<file path="config.mk">
export PLATFORM = sky130hd
export DESIGN_NAME = gain_offset_calibrator
export DESIGN_NICKNAME = d
export VERILOG_FILES = /design/src/rtl/cal_pkg.sv /design/src/rtl/cal_divider.sv /design/src/rtl/gain_offset_calibrator.sv
export SDC_FILE = /design/constraint.sdc
export NUM_CORES = 1
export LEC_CHECK = 0
export BUFFER_PORTS_ARGS = -buffer_cell sky130_fd_sc_hd__buf_2
export CAP_MARGIN = 40
export CORE_AREA = 2 2 110 112
export DETAILED_ROUTE_END_ITERATION = 8
export DIE_AREA = 0 0 112 114
export PLACE_DENSITY = 0.62
export RECOVER_POWER = 50
export SYNTH_ARGS = -nofsm -noshare
export SYNTH_HDL_FRONTEND = slang
export SYNTH_SLANG_ARGS = --single-unit
</file>
<file path="constraint.sdc">
create_clock -name clk -period 4.6 [get_ports clk]
set_input_delay 0.92 -clock clk [delete_from_list [all_inputs] [get_ports clk]]
set_output_delay 0.92 -clock clk [all_outputs]
set_load 0.02 [all_outputs]
</file>
<file path="src/rtl/cal_pkg.sv">
// Shared types and helpers for the two-point gain/offset calibrator.
// sat_add matches the saturating add used by the downstream correction path.
package cal_pkg;

  typedef enum logic [2:0] {
    ST_IDLE,
    ST_ACC_LO,
    ST_WAIT_HI,
    ST_ACC_HI,
    ST_SUM,
    ST_DIV,
    ST_WR_OFF,
    ST_WR_GAIN
  } state_t;

  localparam int unsigned DIV_NUM_W = 15;
  localparam int unsigned DIV_DEN_W = 8;

  localparam logic       EE_LSB_OFF  = 1'b0;
  localparam logic       EE_LSB_GAIN = 1'b1;
  localparam logic [7:0] GAIN_UNITY  = 8'h80;
  localparam logic [7:0] GAIN_MAX    = 8'hFF;

  function automatic logic [2:0] ee_addr_enc(input logic [1:0] ch, input logic lsb);
    return {ch, lsb};
  endfunction

  // Unsigned sample plus signed offset, clamped instead of wrapping.
  function automatic logic [7:0] sat_add(input logic [7:0] smp, input logic [7:0] off);
    logic [7:0] sum;
    sum = smp + off;
    if (!off[7] && smp[7] && !sum[7])
      return 8'hFF;
    else if (off[7] && !smp[7] && sum[7])
      return 8'h00;
    else
      return sum;
  endfunction

  function automatic logic [7:0] sat_offset(input logic [7:0] target, input logic [7:0] avg);
    logic signed [8:0] diff;
    diff = $signed({1'b0, target}) - $signed({1'b0, avg});
    if (diff > 9'sd127)
      return 8'h7F;
    else if (diff < -9'sd128)
      return 8'h80;
    else
      return diff[7:0];
  endfunction

endpackage

</file>
<file path="src/rtl/cal_divider.sv">
// Restoring divider, one quotient bit per cycle MSB first; the first bit is
// produced on the start cycle so a DIV_NUM_W-bit quotient takes DIV_NUM_W cycles.
module cal_divider
  import cal_pkg::*;
(
  input  logic                 clk,
  input  logic                 rst,
  input  logic                 i_start,
  input  logic [DIV_NUM_W-1:0] i_num,
  input  logic [DIV_DEN_W-1:0] i_den,
  output logic                 o_busy,
  output logic                 o_done,
  output logic                 o_dz,
  output logic [DIV_NUM_W-1:0] o_quo
);

  localparam int unsigned CNT_W = $clog2(DIV_NUM_W);

  logic [DIV_DEN_W-1:0] r_rem;
  logic [DIV_DEN_W-1:0] r_den;
  logic [DIV_NUM_W-1:0] r_num;
  logic [DIV_NUM_W-1:0] r_quo;
  logic [CNT_W-1:0]     r_cnt;
  logic                 r_busy;
  logic                 r_done;
  logic                 r_dz;

  logic                 w_load;
  logic [DIV_DEN_W-1:0] w_rem_in;
  logic [DIV_DEN_W-1:0] w_den;
  logic [DIV_NUM_W-1:0] w_num_in;
  logic [DIV_NUM_W-1:0] w_quo_in;
  logic [DIV_DEN_W:0]   w_trial;
  logic                 w_ge;
  logic [DIV_DEN_W-1:0] w_rem_next;

  // One restoring step, fed either from the inputs (start) or the registers.
  always_comb begin
    w_load     = i_start && !r_busy;
    w_rem_in   = w_load ? '0 : r_rem;
    w_den      = w_load ? i_den : r_den;
    w_num_in   = w_load ? i_num : r_num;
    w_quo_in   = w_load ? '0 : r_quo;
    w_trial    = {w_rem_in, w_num_in[DIV_NUM_W-1]};
    w_ge       = w_trial >= {1'b0, w_den};
    w_rem_next = w_ge ? DIV_DEN_W'(w_trial - {1'b0, w_den}) : DIV_DEN_W'(w_trial);
  end

  always_ff @(posedge clk) begin
    if (rst) begin
      r_rem  <= '0;
      r_den  <= '0;
      r_num  <= '0;
      r_quo  <= '0;
      r_cnt  <= '0;
      r_busy <= 1'b0;
      r_done <= 1'b0;
      r_dz   <= 1'b0;
    end else begin
      r_done <= 1'b0;
      if (w_load || r_busy) begin
        r_rem <= w_rem_next;
        r_num <= {w_num_in[DIV_NUM_W-2:0], 1'b0};
        r_quo <= {w_quo_in[DIV_NUM_W-2:0], w_ge};
      end
      if (w_load) begin
        r_den  <= i_den;
        r_dz   <= (i_den == '0);
        r_cnt  <= CNT_W'(DIV_NUM_W - 1);
        r_busy <= 1'b1;
      end else if (r_busy) begin
        r_cnt <= r_cnt - CNT_W'(1);
        if (r_cnt == CNT_W'(1)) begin
          r_busy <= 1'b0;
          r_done <= 1'b1;
        end
      end
    end
  end

  assign o_busy = r_busy;
  assign o_done = r_done;
  assign o_dz   = r_dz;
  assign o_quo  = r_quo;

endmodule

</file>
<file path="src/rtl/gain_offset_calibrator.sv">
// Two-point calibration: averages low/high reference samples, derives the
// signed offset and unsigned gain (0x80 = unity) and writes both to EEPROM.
module gain_offset_calibrator
  import cal_pkg::*;
#(
  parameter int unsigned AVG_LOG2  = 4,
  parameter logic [7:0]  LO_TARGET = 8'h00,
  parameter logic [7:0]  HI_TARGET = 8'hC0
) (
  input  logic       clk,
  input  logic       rst,
  input  logic [1:0] ch,
  input  logic       start_lo,
  input  logic       start_hi,
  input  logic       smpl_vld,
  input  logic [7:0] smpl,
  input  logic       ee_rdy,
  output logic       ee_wr,
  output logic [2:0] ee_addr,
  output logic [7:0] ee_wdata,
  output logic       busy,
  output logic       wait_hi,
  output logic       done,
  output logic       err,
  output logic [7:0] offset,
  output logic [7:0] gain
);

  localparam int unsigned          ACC_W   = 8 + AVG_LOG2;
  localparam logic [DIV_NUM_W-1:0] DIV_NUM = {HI_TARGET, 7'b0};

  state_t              r_state;
  logic [1:0]          r_ch;
  logic [ACC_W-1:0]    r_acc;
  logic [AVG_LOG2-1:0] r_cnt;
  logic [7:0]          r_avg_hi;
  logic [7:0]          r_offset;
  logic [7:0]          r_gain;
  logic                r_err;
  logic                r_busy;
  logic                r_wait_hi;
  logic                r_ee_wr;
  logic [2:0]          r_ee_addr;
  logic [7:0]          r_ee_wdata;

  logic [ACC_W-1:0]     w_acc_next;
  logic [7:0]           w_avg;
  logic                 w_last;
  logic [7:0]           w_sum;
  logic                 w_div_start;
  logic                 w_div_busy;
  logic                 w_div_done;
  logic                 w_div_dz;
  logic [DIV_NUM_W-1:0] w_quo;
  logic                 w_gain_bad;

  always_comb begin
    w_acc_next  = r_acc + ACC_W'(smpl);
    w_avg       = w_acc_next[ACC_W-1:AVG_LOG2];
    w_last      = (r_cnt == '1);
    w_sum       = sat_add(r_avg_hi, r_offset);
    w_div_start = (r_state == ST_SUM) && !w_div_busy;
    w_gain_bad  = w_div_dz || (w_quo[DIV_NUM_W-1:8] != '0);
  end

  cal_divider u_div (
    .clk    (clk),
    .rst    (rst),
    .i_start(w_div_start),
    .i_num  (DIV_NUM),
    .i_den  (w_sum),
    .o_busy (w_div_busy),
    .o_done (w_div_done),
    .o_dz   (w_div_dz),
    .o_quo  (w_quo)
  );

  always_ff @(posedge clk) begin
    if (rst) begin
      r_state    <= ST_IDLE;
      r_ch       <= '0;
      r_acc      <= '0;
      r_cnt      <= '0;
      r_avg_hi   <= '0;
      r_offset   <= 8'h00;
      r_gain     <= GAIN_UNITY;
      r_err      <= 1'b0;
      r_busy     <= 1'b0;
      r_wait_hi  <= 1'b0;
      r_ee_wr    <= 1'b0;
      r_ee_addr  <= '0;
      r_ee_wdata <= '0;
    end else begin
      case (r_state)
        ST_IDLE, ST_WAIT_HI: begin
          // start_lo has priority and restarts from WAIT_HI
          if (start_lo) begin
            r_state   <= ST_ACC_LO;
            r_ch      <= ch;
            r_acc     <= '0;
            r_cnt     <= '0;
            r_err     <= 1'b0;
            r_busy    <= 1'b1;
            r_wait_hi <= 1'b0;
          end else if (r_state == ST_WAIT_HI && start_hi) begin
            r_state   <= ST_ACC_HI;
            r_acc     <= '0;
            r_cnt     <= '0;
            r_busy    <= 1'b1;
            r_wait_hi <= 1'b0;
          end
        end
        ST_ACC_LO: begin
          if (smpl_vld) begin
            r_acc <= w_acc_next;
            r_cnt <= r_cnt + AVG_LOG2'(1);
            if (w_last) begin
              r_offset  <= sat_offset(LO_TARGET, w_avg);
              r_state   <= ST_WAIT_HI;
              r_busy    <= 1'b0;
              r_wait_hi <= 1'b1;
            end
          end
        end
        ST_ACC_HI: begin
          if (smpl_vld) begin
            r_acc <= w_acc_next;
            r_cnt <= r_cnt + AVG_LOG2'(1);
            if (w_last) begin
              r_avg_hi <= w_avg;
              r_state  <= ST_SUM;
            end
          end
        end
        ST_SUM: begin
          if (!w_div_busy) r_state <= ST_DIV;
        end
        ST_DIV: begin
          if (w_div_done) begin
            r_gain     <= w_gain_bad ? GAIN_MAX : w_quo[7:0];
            if (w_gain_bad) r_err <= 1'b1;
            r_state    <= ST_WR_OFF;
            r_ee_wr    <= 1'b1;
            r_ee_addr  <= ee_addr_enc(r_ch, EE_LSB_OFF);
            r_ee_wdata <= r_offset;
          end
        end
        ST_WR_OFF: begin
          if (ee_rdy) begin
            r_state    <= ST_WR_GAIN;
            r_ee_addr  <= ee_addr_enc(r_ch, EE_LSB_GAIN);
            r_ee_wdata <= r_gain;
          end
        end
        ST_WR_GAIN: begin
          if (ee_rdy) begin
            r_state <= ST_IDLE;
            r_ee_wr <= 1'b0;
            r_busy  <= 1'b0;
          end
        end
        default: r_state <= ST_IDLE;
      endcase
    end
  end

  // done marks the accepting cycle of the gain write
  assign done     = (r_state == ST_WR_GAIN) && ee_rdy;
  assign ee_wr    = r_ee_wr;
  assign ee_addr  = r_ee_addr;
  assign ee_wdata = r_ee_wdata;
  assign busy     = r_busy;
  assign wait_hi  = r_wait_hi;
  assign err      = r_err;
  assign offset   = r_offset;
  assign gain     = r_gain;

endmodule

</file>
* After elaboration in Yosys (flattened, before gate mapping)
Cells that the tools add are included.
Word-level totals: register bits 112, input port bits 16, output and inout port bits 32, word-level logic and storage cells 150
Operators by class: add/subtract/negate cells 6, order comparisons 3, equality and inequality tests 21, mux-type cells 58, bitwise operators 1, reduce and logical (&&, ||, !) cells 39
Operator list (number):
- $mux 8 | 10
- $mux 12 | 3
- $mux 3 | 12
- $pmux 12 s2 | 1
- $pmux 3 s7 | 1
- $mux 4 | 5
- $ne 2x2->1 const B | 9
- $mux 1 | 17
- $pmux 8 s2 | 1
- $mux 15 | 1
- $reduce_and 3->1 | 5
- $mux 14 | 1
- $add 12x8->12 | 1
- $eq 3x3->1 const B | 4
- $reduce_bool 2->1 | 6
- $ge 9x8->1 | 1
- $gt 9x8->1 const B | 1
- $lt 9x8->1 const B | 1
- $reduce_and 9->1 | 1
- $sub 1x8->9 const A | 1
- $add 8x8->8 | 1
- $logic_and 1x1->1 | 8
- $logic_not 8->1 | 1
- $pmux 4 s2 | 1
- other kinds (23) | 35

* Depth between registers and ports, before layout
Gate-level depths: netlist (run 1).
depth in word-level cells 8, mapped depth 19, gate-level depth less buffers 18

* Cells and area by module
A second synthesis (run 1) with hierarchy kept.
Unflattened totals: cells, all modules 726, area total of the unflattened synthesis 6168.4 um^2
By module, submodules not included:
- gain_offset_calibrator | times used 1, cells an instance 416, area each 3507.1 um^2, seq. area each 1201.2 um^2
- cal_divider | times used 1, cells an instance 310, area each 2661.3 um^2, seq. area each 1041.0 um^2

* Least setup slack after synthesis (run 1)
No wires, ideal clock.
kind register to register, start point register r_offset[1] (netlist: offset[1]), end point register u_div.r_rem[0], library setup time 132 ps, arrival time 3826 ps, required time 4468 ps, setup slack 642 ps, cell stages (with the launch flop) 18, path buffers 0, clock period less this slack 3958 ps, cells stage by stage dfxtp_1 -> ha_1 -> a21oi_1 -> o211ai_1 -> o41ai_1 -> xnor2_1 -> a21oi_1 -> o21ai_0 -> o21ai_0 -> ha_1 -> nor2b_1 -> o21a_1 -> o21ai_0 -> a21oi_1 -> o211ai_1 -> nand2_1 -> o311ai_0 -> a21oi_1
On the way: longest elaborated chain between the ends 7, elaborated cells on any way between the ends 10, classes of those cells add/sub (2); order compare (1); mux (4); reduce/logical (3)
Ends and longest elaborated chain:
- start, declared | RTL line gain_offset_calibrator.sv:37 | logic [7:0] r_offset;
- start signal, assigned | RTL line gain_offset_calibrator.sv:118 | r_offset <= sat_offset(LO_TARGET, w_avg);
- $add 8x8->8 (*) | RTL line cal_pkg.sv:31 | sum = smp + off;
- $logic_and 1x1->1 or $logic_not 1->1 (tied branches) | RTL line cal_pkg.sv:34, cal_pkg.sv:32
- $mux 8 or $logic_and 1x1->1 (tied branches) | RTL line cal_pkg.sv:34, cal_pkg.sv:32
- $mux 8 (*) | RTL line cal_pkg.sv:32 | if (!off[7] && smp[7] && !sum[7])
- $mux 8 (*) | RTL line cal_divider.sv:41 | w_den = w_load ? i_den : r_den;
- $sub 8x8->8 or $ge 9x8->1 (tied branches) | RTL line cal_divider.sv:46, cal_divider.sv:45
- $mux 8 (*) | RTL line cal_divider.sv:46 | w_rem_next = w_ge ? DIV_DEN_W'(w_trial - {1'b0, w_den}) : DIV_DEN_W'(w_trial);
- end signal, assigned | RTL line cal_divider.sv:62 | r_rem <= w_rem_next;
- end, declared | RTL line cal_divider.sv:19 | logic [DIV_DEN_W-1:0] r_rem;
Mark *: on every way between the ends. The rest lies on a longest branch, timed or not. A chain may end at the register's enable or synchronous reset.

* Worst setup path after layout (run 1)
Same ends and word-level chain as after synthesis.

==> out/qor.yml, run 1 <==
status:
  outcome: "finished clean"
layout:
  final_core_util_pct: 51.0
  drive_gt1_share_pct: 9.50
  instances_no_fill: 831
  layout.nets: 727
  num_antenna_cells: 0
  area_delta_synth_final_pct: 12.7
  final_cell_mix: "99 x nor2_1, 99 x dfxtp_1, 47 x nand2_1, 36 x a21oi_1, 36 x nor3_1"
worst_setup_path:
  rr_startpoint: "offset[1]"
  worstSetupStartpoint: "offset[1]"
  worstSetupPathType: "reg2reg"
  crit_required_ps: 4800
  arrival_ps: 4310
  worstPathMaxFanout: 9
  end_kind: "flip-flop"
  reg2regPathDepth: 17
  start_kind: "flip-flop"
yosys:
  netlist_area_sq_um: 5290
  synthCells: 641
  synth_edf_count: 0
  synth_cell_types: 64
  synthArstFlopShare_pct: 0
  ys.flop_type: "dfxtp_1"
  syn_nets: 689
  yosysWarnings: 0
  avgSynthCellArea_sq_um: 8.26
  seq_area_frac_synth_pct: 37.4
  ys_ff_latch: 99
clock_network:
  cts_buffer_depth: 2
  cts_made_buffers: 9
  cts.sinks: 99
  postCtsHoldBufs: 0
  worstSkewPairLatency_ps: 340
  cts_htree_levels: 3
  path_clk_slew_ps: 70
  root_buffer: "clkbuf_16"
  cts_tree: "yes"
run:
  maxCapViolCount: 0
route:
  final_antenna_net_count: 0
  drt_iter0_drc: 240
  wl_per_cell_microns: 15.4
  vias_per_cell: 5.59
  dr.pass1.iters: 4
  drc: 0
  routed_wirelength_microns: 12800
  via_count: 4648
floorplan:
  ios: 48
  dieArea_sq_um: 12800
  die_w_microns: 112
  dieHeight_microns: 114
  start_util_pct: 45.2
  rows: 40
  coreArea_sq_um: 11700
timing:
  timing.max_slew.rel_slack_pct: 42.3
  setup_viol: 0
  fin_crit_ps: 4110
  tightest_slew_ps: 859
  setup_ws_ps: 486
  drv_slew: 0
  hold_viol_final: 0
  clock.fmax_mhz: 243
  fin_tns_setup_ps: 0
  rsz0062_at_grt: "false"
  fin_crit_sh_pct: 89.4
  fin_worst_skew_ps: 5.02
worst_hold_path:
  min_path_cells: 2
  min_from: "r_ch[1]"
  hold_class: "reg2reg"
global_routing:
  grtUsageTotal_pct: 20.2
  grt_pass1_vias: 4413
  globalRouteOverflowTotal: 0
  grt_pass1_wl_microns: 21100
  antenna_found_initial: 0
  grt_max_degree: 66
place:
  port_buffers: 47
  finalWeightedCongestion: 0.866
  place_inst: 814
  dp_hpwl_microns: 9510
  dp_slack_ps: 181
power_and_ir_drop:
  power.density_nw_per_um2: 446
  total_power_mw: 2.66
  cellLeakagePower_nw: 2.23
  peakVddDrop_uv: 367
-- area by class of cell --
class	instances	area (sq um)
clock inverter	6	88.8
sequential	99	1980
multi-input combinational	489	3130
tap	147	184
inverter	21	78.8
timing repair buffer	59	278
fill	1187	5740
clock buffer	10	229
-- kinds of logic after synthesis --
logic type | synth area share (%)
AND/OR/NAND/NOR | 23.5
AO/OA/AOI/OAI | 21.5
adder cells (fa/ha/maj) | 7.99
multiplexers | 2.29
XOR/XNOR | 3.47
buffers and inverters | 3.78
flip-flops | 37.4
-- state kept, by name, indices dropped and copies added (netlist names), 3 cells and up --
name         count
u_div.r_den      8
offset           8
r_avg_hi         8
r_acc           12
r_cnt            4
ee_addr          3
gain             8
u_div.r_cnt      4
u_div.o_quo     15
u_div.r_rem      8
ee_wdata         8
r_state          3
-- through the flow --
step	hold slack [ps]	instance area, sq um
6_report	459	5970
3_5_place_dp	453	5670
2_1_floorplan	436	5290
4_1_cts	463	5990
3_3_place_gp	445	5650
5_1_grt	494	5970
-- timing repair --
item,in CTS,in global routing
gates resized for setup,0,5
hold endpoints to repair,0,0
setup endpoints to repair,0,8
buffers inserted,0,1
-- worst max-delay path, cell delays in order, from the launching register on --
cell and delay (ps):
dfxtp_1 440, ha_1 270, a21oi_1 200, o211ai_1 160
o41ai_2 260, xnor2_1 260, nor2b_2 150, o21ai_0 160
o21ai_0 160, ha_1 340, nor2b_1 130, o21a_1 170
o21ai_0 240, a21oi_1 170, o211ai_1 280, nand2_2 180
o311ai_1 300, a21oi_1 100
-- cells in the mapped netlist (all sizes together), types with 10 or more instances --
cell type / n / area, sq um
a22o: 14 / 123
ha: 29 / 363
clkbuf: 31 / 116
a211oi: 17 / 140
nor2b: 10 / 62.6
mux2i: 11 / 110
nand3: 15 / 75.1
dfxtp: 99 / 1980
nand2: 48 / 180
o21ai: 33 / 165
nor2: 101 / 384
nor3: 37 / 190
xor2: 10 / 87.6
inv: 21 / 78.8
a21oi: 38 / 194
xnor2: 11 / 96.3
-- report_power, final --
group          internal, mW  total [mW]  switching (mW)
Sequential            0.914       0.955          0.0412
Combinational         0.344       0.900           0.557
Clock                 0.478       0.809           0.331
Total                  1.74        2.66           0.929
-- routing by layer --
metal	GRT usage, %	vias to the layer above	wire length [microns]
li1	-	2380	-
met1	24.7	2201	5790
met2	36.2	58	6500
met3	5.10	9	374
met4	4.23	0	110
met5	0	-	0
-- final timing paths --
path / to / slack [ps]
setup / recovery: u_div.r_rem[0] / 490
hold reg to reg: r_ch[1] / 460
hold / removal: r_ch[1] / 460
setup reg to reg: u_div.r_rem[0] / 490
Note: power is estimated with default switching activity, not from simulation.
==> inputs of run 2 (changes only) <==
--- a/config.mk
+++ b/config.mk
@@ -7,11 +7,13 @@
 export LEC_CHECK = 0
 export BUFFER_PORTS_ARGS = -buffer_cell sky130_fd_sc_hd__buf_2
 export CAP_MARGIN = 40
-export CORE_AREA = 2 2 110 112
+export CORE_AREA = 2 2 118 120
+export CTS_CLUSTER_DIAMETER = 100
 export DETAILED_ROUTE_END_ITERATION = 8
-export DIE_AREA = 0 0 112 114
+export DIE_AREA = 0 0 120 122
 export PLACE_DENSITY = 0.62
 export RECOVER_POWER = 50
 export SYNTH_ARGS = -nofsm -noshare
 export SYNTH_HDL_FRONTEND = slang
+export SYNTH_HIERARCHICAL = 1
 export SYNTH_SLANG_ARGS = --single-unit
==> run 2 against run 1 <==
Effect of this change:
- the run now ends with max-capacitance violations, max-slew violations left
- clock power is 15% higher
- cell count is 14% higher
- die area is 15% higher
- routed wire length is 12% higher
- critical path type unchanged
==> out/qor.yml, run 2 <==
status:
  outcome: "finished with violations"
  violations: "max-capacitance violations, max-slew violations"
worst_setup_path:
  arrival_ps: 4400  # +90 ps
  end_kind: "flip-flop"
  start_kind: "flip-flop"
  worstSetupPathType: "reg2reg"
  crit_required_ps: 4850  # +50 ps
  worstPathMaxFanout: 8  # -1
clock_network:
  cts_made_buffers: 9  # unchanged
  cts_tree: "yes"
  postCtsHoldBufs: 0  # unchanged
  path_clk_slew_ps: 70  # about the same
  cts_resized: 0  # unchanged
  cts.sinks: 112  # +13%
  worstSkewPairLatency_ps: 360  # +20 ps
  cts_buffer_depth: 2  # unchanged
  root_buffer: "clkbuf_16"
  cts_htree_levels: 3  # unchanged
  cts_setup_buffers: 0  # unchanged
layout:
  final_core_util_pct: 50.5  # -0.50 points
  num_antenna_cells: 0  # unchanged
  final_design_area_no_fill_sq_um: 6810  # +14%
  num-fill-cells: 1300  # +9.5%
  area_delta_synth_final_pct: 10.5
  largest_reg_flops: 15  # unchanged
  multiInputGateArea_sq_um: 3670  # +17%
  layout.nets: 813  # +12%
  final_cell_mix: "121 x nor2_1, 112 x dfxtp_1, 56 x a21oi_1, 41 x nand2_1, 36 x nor3_1"
  drive_gt1_share_pct: 8.83  # -0.67 points
  seq_area_sq_um: 2240  # +13%
  layout_commonest_cell: "nor2_1"
global_routing:
  antenna_found_initial: 0  # unchanged
  grt_pass1_vias: 4872  # +10%
  grt_pass1_wl_microns: 23900  # +13%
  grtUsageTotal_pct: 20.2  # +0.046 points
  grt_max_degree: 68  # +3.0%
  globalRouteOverflowTotal: 0  # unchanged
timing:
  setup_viol: 0  # unchanged
  fin_crit_ps: 4160  # +41.0 ps
  fin_crit_sh_pct: 90.3  # +0.89 points
  setup_ws_ps: 445  # -41.0 ps
  tightest_slew_ps: 2990  # +2130 ps
  rsz0062_at_grt: "false"
  clock.fmax_mhz: 241  # -0.99%
  hold_viol_final: 0  # unchanged
  fin_tns_setup_ps: 0  # unchanged
  fin_worst_skew_ps: 8.86  # +3.84 ps
  timing.max_slew.rel_slack_pct: -99.4  # -140 points
  drv_slew: 135  # +135
yosys:
  synth.most_common_cell: "nor2_1"
  ys.flop_type: "dfxtp_1"
  synth.top_cells.by_count: "121 x nor2_1, 112 x dfxtp_1, 56 x a21oi_1"
  synth_cell_types: 77  # +20%
  avgSynthCellArea_sq_um: 8.50  # +2.9%
  ys_ff_latch: 112  # +13%
  netlist_area_sq_um: 6170  # +17%
  synth_edf_count: 0  # unchanged
  yosys-top-cells-area: "dfxtp_1 36%, nor2_1 7.4%, ha_1 5.9%, mux2i_1 5.2%, a21oi_1 4.5%"
  synth_top_area_cell: "dfxtp_1"
  yosysWarnings: 6  # +6
  synthCells: 726  # +13%
  synthArstFlopShare_pct: 0  # unchanged
  seq_area_frac_synth_pct: 36.3  # -1.1 points
  yosysTopAreaCellShare_pct: 36.3  # -1.1 points
power_and_ir_drop:
  p_clk_share_pct: 40.7  # +10 points
  cellLeakagePower_nw: 2.67  # +20%
  p_int_mw: 1.66  # -4.4%
  switchingPower_mw: 0.632  # -32%
  comb_power_share_pct: 14.2  # -20 points
  sw_frac_of_total_pct: 27.6  # -7.3 points
  pwr-share-seq_pct: 45.1  # +9.2 points
  power.density_nw_per_um2: 336  # -25%
  peakVddDrop_uv: 232  # -37%
floorplan:
  die_w_microns: 120  # +7.1%
  start_util_pct: 45.7  # +0.47 points
  dieHeight_microns: 122  # +7.0%
  rows: 43  # +7.5%
  dieArea_sq_um: 14600  # +15%
  ios: 48  # unchanged
  coreArea_sq_um: 13500  # +15%
run:
  maxCapViolCount: 2  # +2
place:
  dpl_cell_area_sq_um: 6500  # +15%
  dp_slack_ps: 381  # +200 ps
  dp_hpwl_microns: 10100  # +5.9%
  port_buffers: 47  # unchanged
  finalWeightedCongestion: 0.846  # -2.3%
route:
  routed_wirelength_microns: 14300  # +12%
  drt_iter0_drc: 344  # +43%
  dr.pass1.iters: 8  # +4
  drc: 0  # unchanged
  via_count: 5216  # +12%
  final_antenna_net_count: 0  # unchanged
  vias_per_cell: 5.49  # -1.8%
  wl_per_cell_microns: 15.1  # -2.0%
worst_hold_path:
  hold_class: "reg2reg"
run 2: cell types whose count changed in the layout (fill, tap and decap cells not counted), moves of 13 or more:
cell	before	now
conb_1	0	15
mux2i_1	11	32
dfxtp_1	99	112
a22o_1	14	0
o21ai_0	33	20
nor2_1	99	121
a21oi_1	36	56
nor3b_1	2	21
run 2: path summary, 6_finish.rpt:
path / slack, ps / start / endpoint / cells after the start
worst max-delay path: 440 / offset[1] / u_div/r_rem[2] / 16
worst min-delay path: 450 / u_div/r_rem[5] / u_div/r_rem[5] / 2
worst max register to register: 440 / offset[1] / u_div/r_rem[2] / 16
worst min register to register: 450 / u_div/r_rem[5] / u_div/r_rem[5] / 2
run 2: layout make-up:
cell class	instances	share of cell area [%]
clock buffers	9	3.31
flip-flops and latches	112	32.9
well taps	180	3.31
clock inverters	7	1.85
multi-input cells	566	53.8
inverters	20	1.10
repair buffers	56	3.73
run 2: worst max-delay path: stages, from the launching register on:
cell and delay [ps]:
dfxtp_1 340, ha_1 300, a21o_1 180, a21oi_1 220, nor2b_1 70, o21a_1 190
o41a_1 330, xor2_1 180, nor2b_2 230, o21ai_0 140, mux2i_1 320, ha_1 310
nor2b_1 160, o31a_1 310, o211ai_2 300, nand2_2 130, a221o_1 350
run 2: metal layers:
layer	vias up	GRT usage [%]	wire length, microns
met3	12	3.93	503
met1	2470	28.3	7100
li1	2640	-	-
met5	-	0	0
met2	94	31.8	6530
met4	0	5.96	180
run 2: cell families after synthesis:
| group | Yosys count | share of synthesized area, % |
|---|---|---|
| compound gates | 168 | 18.8 |
| xor+xnor | 28 | 4.22 |
| fa+ha+maj | 32 | 6.86 |
| buf+inv | 61 | 5.15 |
| flops | 112 | 36.3 |
| mux | 35 | 5.74 |
| other cells | 2 | 0.122 |
| simple gates | 288 | 22.7 |
run 2: power groups by stage:
stage	sequential (mW)	combinational [mW]	clock, mW
CTS	1.03	0.330	0.942
detailed placement	1.06	0.328	0
global placement	1.05	0.324	0
global route	1.04	0.363	0.984
finish	1.03	0.326	0.932
floorplan	1.05	0.249	0
run 2: stage by stage:
| stage | power, mW | hold slack, ps | std cells |
|---|---|---|---|
| finish | 2.29 | 449 | 950 |
| floorplan | 1.30 | 417 | 739 |
| detailed placement | 1.38 | 440 | 933 |
| CTS | 2.31 | 449 | 949 |
| global route | 2.39 | 489 | 950 |
| global placement | 1.38 | 434 | 933 |
==> inputs of run 3 (changes only) <==
==> constraint.sdc (replaced) <==
create_clock -name clk -period 4.62 [get_ports clk]
set_input_delay 0.924 -clock clk [delete_from_list [all_inputs] [get_ports clk]]
set_output_delay 0.924 -clock clk [all_outputs]
set_load 0.02 [all_outputs]
==> run 3 against run 2 <==
Effect of this change:
- the flow still finishes with violations (max-capacitance violations, max-slew violations)
- setup slack better by 5.5 ps
- via count decreased by 0.12%
- core utilization barely moved
- largest cell class unchanged
- die area is the same
- clock skew fell by 0.65 ps
- sequential cell count unchanged
- critical path depth unchanged
- register-to-register slack about the same
- design area hardly changed
- worst hold slack lost 2.2 ps
- non-clock buffer count shrank 1
==> out/qor.yml, run 3 (synthesis results as in run 2) <==
timing:
  setup_viol: 0  # unchanged
  setup_ws_ps: 450  # +5.47 ps
  rsz0062_at_grt: "false"
  hold_viol_final: 0  # unchanged
  timing.max_slew.rel_slack_pct: -92.5  # +6.9 points
  fin_tns_setup_ps: 0  # unchanged
  fin_crit_sh_pct: 90.3  # about the same
  fin_crit_ps: 4170  # +14.5 ps
  tightest_slew_ps: 2890  # -103 ps
  drv_slew: 135  # unchanged
  holdWs_ps: 446  # -2.19 ps
  clock.fmax_mhz: 240  # -0.35%
  fin_worst_skew_ps: 8.22  # -0.647 ps
worst_setup_path:
  end_kind: "flip-flop"
  worstSetupPathType: "reg2reg"
  crit_required_ps: 4860  # about the same
  arrival_ps: 4410  # about the same
  start_kind: "flip-flop"
  worstPathMaxFanout: 9  # +1
clock_network:
  cts_buffer_depth: 2  # unchanged
  path_clk_slew_ps: 70  # about the same
  cts_made_buffers: 9  # unchanged
  cts_tree: "yes"
  cts.sinks: 112  # unchanged
  root_buffer: "clkbuf_16"
  worstSkewPairLatency_ps: 350  # about the same
  cts_htree_levels: 3  # unchanged
power_and_ir_drop:
  comb_power_share_pct: 14.3  # about the same
  power.density_nw_per_um2: 333  # -1.0%
  cellLeakagePower_nw: 2.67  # about the same
  p_int_mw: 1.66  # +0.20%
  peakVddDrop_uv: 166  # -28%
  p_clk_share_pct: 40.3  # -0.4 points
  switchingPower_mw: 0.603  # -4.5%
  pwr-share-seq_pct: 45.4  # +0.3 points
  sw_frac_of_total_pct: 26.6  # -0.95 points
run:
  maxCapViolCount: 2  # unchanged
floorplan:
  start_util_pct: 45.7  # unchanged
  coreArea_sq_um: 13500  # unchanged
  rows: 43  # unchanged
  dieHeight_microns: 122  # unchanged
  die_w_microns: 120  # unchanged
  ios: 48  # unchanged
  dieArea_sq_um: 14600  # unchanged
route:
  final_antenna_net_count: 0  # unchanged
  drc: 0  # unchanged
  via_count: 5210  # -0.12%
  wl_per_cell_microns: 14.9  # -0.93%
  dr.pass1.iters: 7  # -1
  vias_per_cell: 5.49  # about the same
  routed_wirelength_microns: 14200  # -1.0%
  drt_iter0_drc: 325  # -5.5%
place:
  dp_slack_ps: 420  # +39.0 ps
  port_buffers: 47  # unchanged
  dp_hpwl_microns: 9910  # -1.6%
  finalWeightedCongestion: 0.848  # +0.13%
global_routing:
  globalRouteOverflowTotal: 0  # unchanged
  met2_usage_pct: 31.8  # +0.036 points
  grt_pass1_vias: 4787  # -1.7%
  busiest_layer: "met2"
  grt_max_degree: 68  # unchanged
  use_met3_pct: 2.76  # -1.2 points
  grt_pass1_wl_microns: 23800  # -0.46%
  antenna_found_initial: 0  # unchanged
  grtUsageTotal_pct: 20.0  # -0.27 points
  met1_usage_pct: 27.8  # -0.42 points
layout:
  layout.nets: 812  # -0.12%
  drive_gt1_share_pct: 8.71  # -0.12 points
  layout_commonest_cell: "nor2_1"
  area_delta_synth_final_pct: 10.4  # about the same
  final_cell_mix: "121 x nor2_1, 112 x dfxtp_1, 56 x a21oi_1, 41 x nand2_1, 36 x nor3_1"
  num_antenna_cells: 0  # unchanged
  largest_reg_flops: 15  # unchanged
status:
  violations: "max-capacitance violations, max-slew violations"
  outcome: "finished with violations"
worst_hold_path:
  hold_class: "reg2reg"
==> run 3: cell count changes in the layout (fill, tap and decap cells not counted), sizes merged <==
cell and delta:
clkbuf +1, buf -1, clkinvlp -1
==> run 3: final cells by class <==
cell class | instances | area [sq um]
clock buffer | 10 | 239
clock inverter | 6 | 113
fill | 1285 | 6700
inverter | 20 | 75.1
multi-input combinational | 566 | 3670
sequential | 112 | 2240
tap | 180 | 225
timing repair buffer | 55 | 249
==> run 3: power by group through the flow <==
stage / Combinational (mW) / Clock (mW) / Sequential [mW]
after detailed placement: 0.325 / 0 / 1.05
after global placement: 0.323 / 0 / 1.05
after CTS: 0.329 / 0.930 / 1.03
after floorplan: 0.248 / 0 / 1.05
final: 0.324 / 0.913 / 1.03
after global routing: 0.362 / 0.962 / 1.04
==> run 3: metal layers <==
layer / share of wire (%) / up-vias
met5: 0 / -
met4: 1.6 / 0
met3: 4.3 / 18
met2: 45 / 101
met1: 49 / 2457
li1: - / 2634
==> run 3: stage by stage <==
stage	power, mW	utilization (%)	instance area [sq um]	instances
2_1_floorplan	1.30	-	6220	739
3_3_place_gp	1.37	48.2	6500	933
3_5_place_dp	1.38	48.2	6500	933
4_1_cts	2.29	50.8	6860	949
5_1_grt	2.36	50.4	6810	949
6_report	2.27	50.4	6810	949
==> run 3: what timing repair did <==
action,CTS,global route
endpoints found under the setup margin,0,1
gates resized for setup,0,1
setup buffers,0,0
hold buffers,0,0
==> run 3: final timing paths <==
path	cells after the start	end	slack (ps)	start
hold reg to reg	2	u_div/r_rem[5]	450	u_div/r_rem[5]
setup / recovery	16	u_div/r_rem[0]	450	offset[1]
hold / removal	2	u_div/r_rem[5]	450	u_div/r_rem[5]
setup reg to reg	16	u_div/r_rem[0]	450	offset[1]
==> run 3: worst max-delay path: stages, from the launching register on <==
cell	delay [ps]
dfxtp_1	340
ha_1	290
a21o_1	170
a21oi_1	240
nor2b_1	80
o21a_1	180
o41a_1	320
xor2_1	250
nor2b_2	120
o21ai_0	250
mux2i_1	150
ha_1	460
nand2_1	110
o21ai_0	390
o211a_1	350
o21ai_0	120
a32o_1	250
